<file path="config.mk">
export PLATFORM = sky130hd
export DESIGN_NAME = header_stripper
export DESIGN_NICKNAME = d
export VERILOG_FILES = /design/src/rtl/header_pkg.sv /design/src/rtl/header_stripper_seq_checker.sv /design/src/rtl/header_stripper.sv
export SDC_FILE = /design/constraint.sdc
export NUM_CORES = 2
export LEC_CHECK = 0
export ABC_AREA = 1
export CORE_MARGIN = 2
export CORE_UTILIZATION = 58
export CTS_BUF_LIST = sky130_fd_sc_hd__clkbuf_4
export DETAILED_ROUTE_END_ITERATION = 10
export GPL_ROUTABILITY_DRIVEN = 1
export HOLD_SLACK_MARGIN = 0.1
export PLACE_DENSITY = 0.85
export RECOVER_POWER = 50
export REMOVE_ABC_BUFFERS = 1
export SYNTH_ARGS = -nofsm -noshare
export SYNTH_HDL_FRONTEND = slang
export SYNTH_SLANG_ARGS = --single-unit
</file>
<file path="constraint.sdc">
create_clock -name clk -period 167.7 [get_ports clk]
set_input_delay 25.155 -clock clk [delete_from_list [all_inputs] [get_ports clk]]
set_output_delay 25.155 -clock clk [all_outputs]
set_load 0.02 [all_outputs]
</file>
<file path="src/rtl/header_pkg.sv">
// Shared definitions for the frame header insertion/stripping stages.
// Holds the stream state encoding and default widths.
package header_pkg;

  // Position within a merged frame: payload, metadata, frame-counter beat.
  typedef enum logic [1:0] {
    DATA  = 2'd0,
    META  = 2'd1,
    COUNT = 2'd2
  } hdr_state_e;

  localparam int unsigned HDR_DW    = 128;
  localparam int unsigned HDR_CNT_W = 64;

  // Index of the last data beat in a frame; a zero packet size degrades
  // to a single data beat.
  function automatic logic [31:0] last_data_idx(input logic [31:0] frame_size,
                                                input logic [15:0] packet_size);
    if (packet_size == '0) return '0;
    return frame_size / {16'd0, packet_size};
  endfunction

endpackage

</file>
<file path="src/rtl/header_stripper_seq_checker.sv">
// Frame-counter continuity checker.
// Ports:
//   clk, reset      - clock, synchronous active-high reset
//   cnt_fire_i      - a frame-counter beat was accepted this cycle
//   cnt_i           - frame-counter value carried by that beat
//   seq_error_o     - sticky: a counter did not follow its predecessor by +1
module seq_checker
  import header_pkg::*;
#(
  parameter int unsigned CNT_W = HDR_CNT_W
) (
  input  logic             clk,
  input  logic             reset,
  input  logic             cnt_fire_i,
  input  logic [CNT_W-1:0] cnt_i,
  output logic             seq_error_o
);

  logic             first_frame_q;
  logic [CNT_W-1:0] prev_q;
  logic             seq_error_q;
  logic [CNT_W-1:0] prev_inc;

  // Wraps naturally from all-ones to zero.
  assign prev_inc = prev_q + {{(CNT_W-1){1'b0}}, 1'b1};

  always_ff @(posedge clk) begin
    if (reset) begin
      first_frame_q <= 1'b1;
      prev_q        <= '0;
      seq_error_q   <= 1'b0;
    end else if (cnt_fire_i) begin
      if (!first_frame_q && (cnt_i != prev_inc)) seq_error_q <= 1'b1;
      prev_q        <= cnt_i;
      first_frame_q <= 1'b0;
    end
  end

  assign seq_error_o = seq_error_q;

endmodule

</file>
<file path="src/rtl/header_stripper.sv">
// Splits a merged frame (data beats, metadata beats, one counter beat) into
// a payload stream and a metadata stream, captures the frame counter and
// keeps frame/error statistics.
// Ports:
//   clk, reset                  - clock, synchronous active-high reset
//   FRAME_SIZE, PACKET_SIZE     - frame geometry, sampled at data beat 0
//   axis_in_*                   - merged input stream
//   axis_data_*                 - payload output stream (tlast on last beat)
//   axis_meta_*                 - metadata output stream (tlast on last beat)
//   frame_counter(_valid)       - last captured counter, one-cycle update pulse
//   frames_received             - completed frames, wraps
//   seq_error, cfg_error        - sticky error flags
//   fsm_state                   - current state for debug
module header_stripper
  import header_pkg::*;
#(
  parameter int unsigned DW               = HDR_DW,
  parameter int unsigned META_DATA_LENGTH = 1,
  parameter int unsigned CNT_W            = HDR_CNT_W
) (
  input  logic             clk,
  input  logic             reset,
  input  logic [31:0]      FRAME_SIZE,
  input  logic [15:0]      PACKET_SIZE,
  input  logic [DW-1:0]    axis_in_tdata,
  input  logic             axis_in_tvalid,
  output logic             axis_in_tready,
  output logic [DW-1:0]    axis_data_tdata,
  output logic             axis_data_tvalid,
  input  logic             axis_data_tready,
  output logic             axis_data_tlast,
  output logic [DW-1:0]    axis_meta_tdata,
  output logic             axis_meta_tvalid,
  input  logic             axis_meta_tready,
  output logic             axis_meta_tlast,
  output logic [CNT_W-1:0] frame_counter,
  output logic             frame_counter_valid,
  output logic [31:0]      frames_received,
  output logic             seq_error,
  output logic             cfg_error,
  output logic [1:0]       fsm_state
);

  hdr_state_e       state_q;
  logic [31:0]      beat_q;
  logic [31:0]      n_q;
  logic [CNT_W-1:0] frame_counter_q;
  logic             frame_counter_valid_q;
  logic [31:0]      frames_received_q;
  logic             cfg_error_q;

  logic [31:0]      n_now;
  logic [31:0]      n_eff;
  logic             in_fire;
  logic             data_last;
  logic             meta_last;

  // At data beat 0 the geometry is taken straight from the inputs so that
  // tlast and the DATA->META decision are correct on the very first beat.
  assign n_now     = last_data_idx(FRAME_SIZE, PACKET_SIZE);
  assign n_eff     = (beat_q == '0) ? n_now : n_q;
  assign data_last = (beat_q == n_eff);
  assign meta_last = (beat_q == META_DATA_LENGTH);
  assign in_fire   = axis_in_tvalid && axis_in_tready;

  always_comb begin
    axis_in_tready   = 1'b0;
    axis_data_tvalid = 1'b0;
    axis_data_tdata  = '0;
    axis_data_tlast  = 1'b0;
    axis_meta_tvalid = 1'b0;
    axis_meta_tdata  = '0;
    axis_meta_tlast  = 1'b0;
    if (!reset) begin
      unique case (state_q)
        DATA: begin
          axis_in_tready   = axis_data_tready;
          axis_data_tvalid = axis_in_tvalid;
          axis_data_tdata  = axis_in_tdata;
          axis_data_tlast  = data_last;
        end
        META: begin
          axis_in_tready   = axis_meta_tready;
          axis_meta_tvalid = axis_in_tvalid;
          axis_meta_tdata  = axis_in_tdata;
          axis_meta_tlast  = meta_last;
        end
        COUNT:   axis_in_tready = 1'b1;
        default: axis_in_tready = 1'b0;
      endcase
    end
  end

  always_ff @(posedge clk) begin
    if (reset) begin
      state_q               <= DATA;
      beat_q                <= '0;
      n_q                   <= '0;
      frame_counter_q       <= '0;
      frame_counter_valid_q <= 1'b0;
      frames_received_q     <= '0;
      cfg_error_q           <= 1'b0;
    end else begin
      frame_counter_valid_q <= 1'b0;
      if (in_fire) begin
        unique case (state_q)
          DATA: begin
            if (beat_q == '0) begin
              n_q <= n_now;
              if (PACKET_SIZE == '0) cfg_error_q <= 1'b1;
            end
            if (data_last) begin
              state_q <= META;
              beat_q  <= '0;
            end else begin
              beat_q  <= beat_q + 32'd1;
            end
          end
          META: begin
            if (meta_last) begin
              state_q <= COUNT;
              beat_q  <= '0;
            end else begin
              beat_q  <= beat_q + 32'd1;
            end
          end
          COUNT: begin
            state_q               <= DATA;
            beat_q                <= '0;
            frame_counter_q       <= axis_in_tdata[CNT_W-1:0];
            frame_counter_valid_q <= 1'b1;
            frames_received_q     <= frames_received_q + 32'd1;
          end
          default: begin
            state_q <= DATA;
            beat_q  <= '0;
          end
        endcase
      end
    end
  end

  seq_checker #(
    .CNT_W(CNT_W)
  ) u_seq_checker (
    .clk        (clk),
    .reset      (reset),
    .cnt_fire_i (in_fire && (state_q == COUNT)),
    .cnt_i      (axis_in_tdata[CNT_W-1:0]),
    .seq_error_o(seq_error)
  );

  assign frame_counter       = frame_counter_q;
  assign frame_counter_valid = frame_counter_valid_q;
  assign frames_received     = frames_received_q;
  assign cfg_error           = cfg_error_q;
  assign fsm_state           = state_q;

endmodule
</file>
==> metrics.md <==
| Metric | Value |
|---|---|
| Die area | `0.0627 mm^2` |
| Ys flop type | `dfxtp_1` |
| Port-buffer cells | `542` |
| Slowest cell on crit path | `clkbuf_1` |
| Synth unique cells | `71` |
| Vias in the first global route | `36.9k` |
| Post-DP HPWL | `111 mm` |
| DP Cell Count | `7158` |
| Vias per cell | `5.66` |
| # clock sinks | `166` |
| Global-route wire length before repair | `205 mm` |
| Initial drt markers | `3865` |
| Cell taking the most area after synthesis | `ha_1` |
| Area fraction of the dominant cell type after synthesis | `0.142` |
| Crit path top cell by count | `nand2_1` |
| Leading cell type in the layout, fill and taps excluded | `nand2_1` |
| Via Count | `40.8k` |
| Initial antenna violation count | `11` |
| GPL Wtd Cong | `1.06` |
| Setup violations, final | `0` |
| Slew Limit Fails | `339` |
| Largest net degree at the start of global routing | `84` |
| Post CTS Setup Buffer Count | `0` |
| Number of core rows | `90` |
| Filler cells | `5634` |
| Ranking of synthesized cells by area | `ha_1 (14%), nand2_1 (13%), dfxtp_1 (9.4%)` |
| Nets@finish | `6975` |
| Sequential cell area fraction in the yosys report | `0.0944` |
| Syn Area/Cell | `5.88 um^2` |
| Slowest cell delay on critical path | `1650 ps` |
| Multiplexer area fraction after synthesis | `0` |
| Critical path data required time | `142540 ps` |
| WL final | `134 mm` |
| Count of final hold-check violations | `0` |
| Longest Clk Path Bufs | `2` |
| Area Overhead vs Synth | `17.1%` |
| CP max FO | `38` |
| Overflow after GRT | `0` |
| Synth Area in Compound Gates | `0.179` |
| Worst min path class | `flip-flop to flip-flop` |
| Die X-Extent | `250 um` |
| Setup slack, reg-to-reg | `159950 ps` |
| Core area | `0.0601 mm^2` |
| RSZ-0062 raised after global routing | `no` |
| Place WS | `26710 ps` |
| Critical path arrival | `120570 ps` |
| Worst-path clk slew | `170 ps` |
| Startpoint Class | `input port` |
| Drt pass-1 iters | `8` |
| Worst Setup End Kind | `primary output` |
| Syn. warnings | `0` |
| Util after Layout | `0.685` |
| Mapped cell area | `0.0352 mm^2` |
| EDFF count, synth | `0` |
| Share of layout cells above drive strength 1 | `0.0620` |
| Most frequent cells in the layout | `nand2_1 (1256), inv_1 (866), nor2_1 (612), o21ai_0 (433), a21oi_1 (425)` |
| Slew @ Worst Pin | `2980 ps` |
| Violated checks | `capacitance limit, slew limit` |
| Max-cap violation count | `7` |
| Post-synthesis simple-gate area fraction | `0.350` |
| Register bit total from synthesis | `166` |
| Peak Freq | `6.86 MHz` |
| Die Height | `250 um` |
| PnR worst setup slack | `21970 ps` |
| Initial core utilization | `0.585` |
| Max-slew headroom | `-0.989` |
| Clock skew | `34.9 ps` |
| Largest family of logic cells by synthesized area | `simple AND/OR/NAND/NOR gates` |
| Post-CTS Hold Fix Bufs | `0` |
| Crit Path Class | `input port to primary output` |
| Xor-xnor portion of the synthesized cell area | `0.108` |
| Number of I/O pins | `543` |
| Routed WL per cell | `18.7 um` |
| Worst skew pair latency | `710 ps` |
| Status | `finished with violations` |
| CTS buffer count | `17` |
| CTS tree | `done` |
| Finished Layout Cells | `7195` |
| Routed Antenna Nets | `0` |
| Tot GR Track Use | `0.411` |
| Final worst path period share | `0.869` |
| Remaining DRCs | `0` |
| Fin crit period | `145730 ps` |
| Post-Synth Adder-Cell Area | `0.142` |
| Cts repair resizes | `0` |
| Setup_tns | `0 ps` |
| H-tree depth | `4` |
| Post-synth ARST share | `0` |
| Cells after Synth | `5981` |
| Root buffer cell | `clkbuf_4` |
final timing paths:
path	start	end	depth (start not counted)
setup / recovery	PACKET_SIZE[0]	axis_data_tlast	590
setup reg to reg	beat_q[31]	beat_q[21]	37
hold / removal	u_seq_checker.first_frame_q	u_seq_checker.first_frame_q	2
hold reg to reg	u_seq_checker.first_frame_q	u_seq_checker.first_frame_q	2
sequential cells by signal, summed over array words and instances (netlist names):
name,flops
cfg_error,1
n_q,32
beat_q,32
fsm_state,2
frame_counter,64
u_seq_checker.seq_error_o,1
u_seq_checker.first_frame_q,1
frames_received,32
frame_counter_valid,1
synth_stat cells, drive strengths merged (37+ instances only):
library cell  instances
xor2                305
xnor2               127
nand4               114
o21ai               481
o21bai               41
nor2                663
nand3               422
nor3                 76
nand2              1309
clkbuf              138
buf                  37
ha                  399
or2                  48
nor4                 41
dfxtp               166
inv                 943
a21oi               461
per-layer routing:
layer / share of wire / global-route usage
met4: 0.051 / 0.185
met1: 0.41 / 0.524
met3: 0.12 / 0.123
met5: 0.00039 / 0
met2: 0.42 / 0.636
stage by stage:
step / instance area (um^2) / hold WS [ps]
2_1_floorplan: 34300 / 420
3_3_place_gp: 41000 / 431
3_5_place_dp: 41000 / 448
4_1_cts: 41300 / 469
5_1_grt: 41200 / 502
6_report: 41200 / 474
cell type report:
class,instances,area (um^2),area share
Multi-Input combinational cell,4672,27400,0.665
Timing Repair Buffer,574,5640,0.137
Inverter,964,3620,0.0879
Sequential cell,166,3320,0.0806
Tap cell,782,978,0.0237
Clock buffer,18,135,0.00328
Clock inverter,14,115,0.00279
Antenna cell,5,12.5,0.000304
kinds of logic after synthesis:
logic type	after synthesis
buf+inv	1143
flops	166
xor+xnor	432
fa+ha+maj	399
simple gates	2711
compound gates	1130
worst max-delay path: cells and delay by family:
family | cells | cell delay [ps]
fa+ha+maj | 32 | 10530
buf+inv | 119 | 15910
compound gates | 220 | 41170
simple gates | 219 | 27480
Power is not shown: default switching activity piles up to over one toggle a cycle in this logic, so the estimate is an artifact.
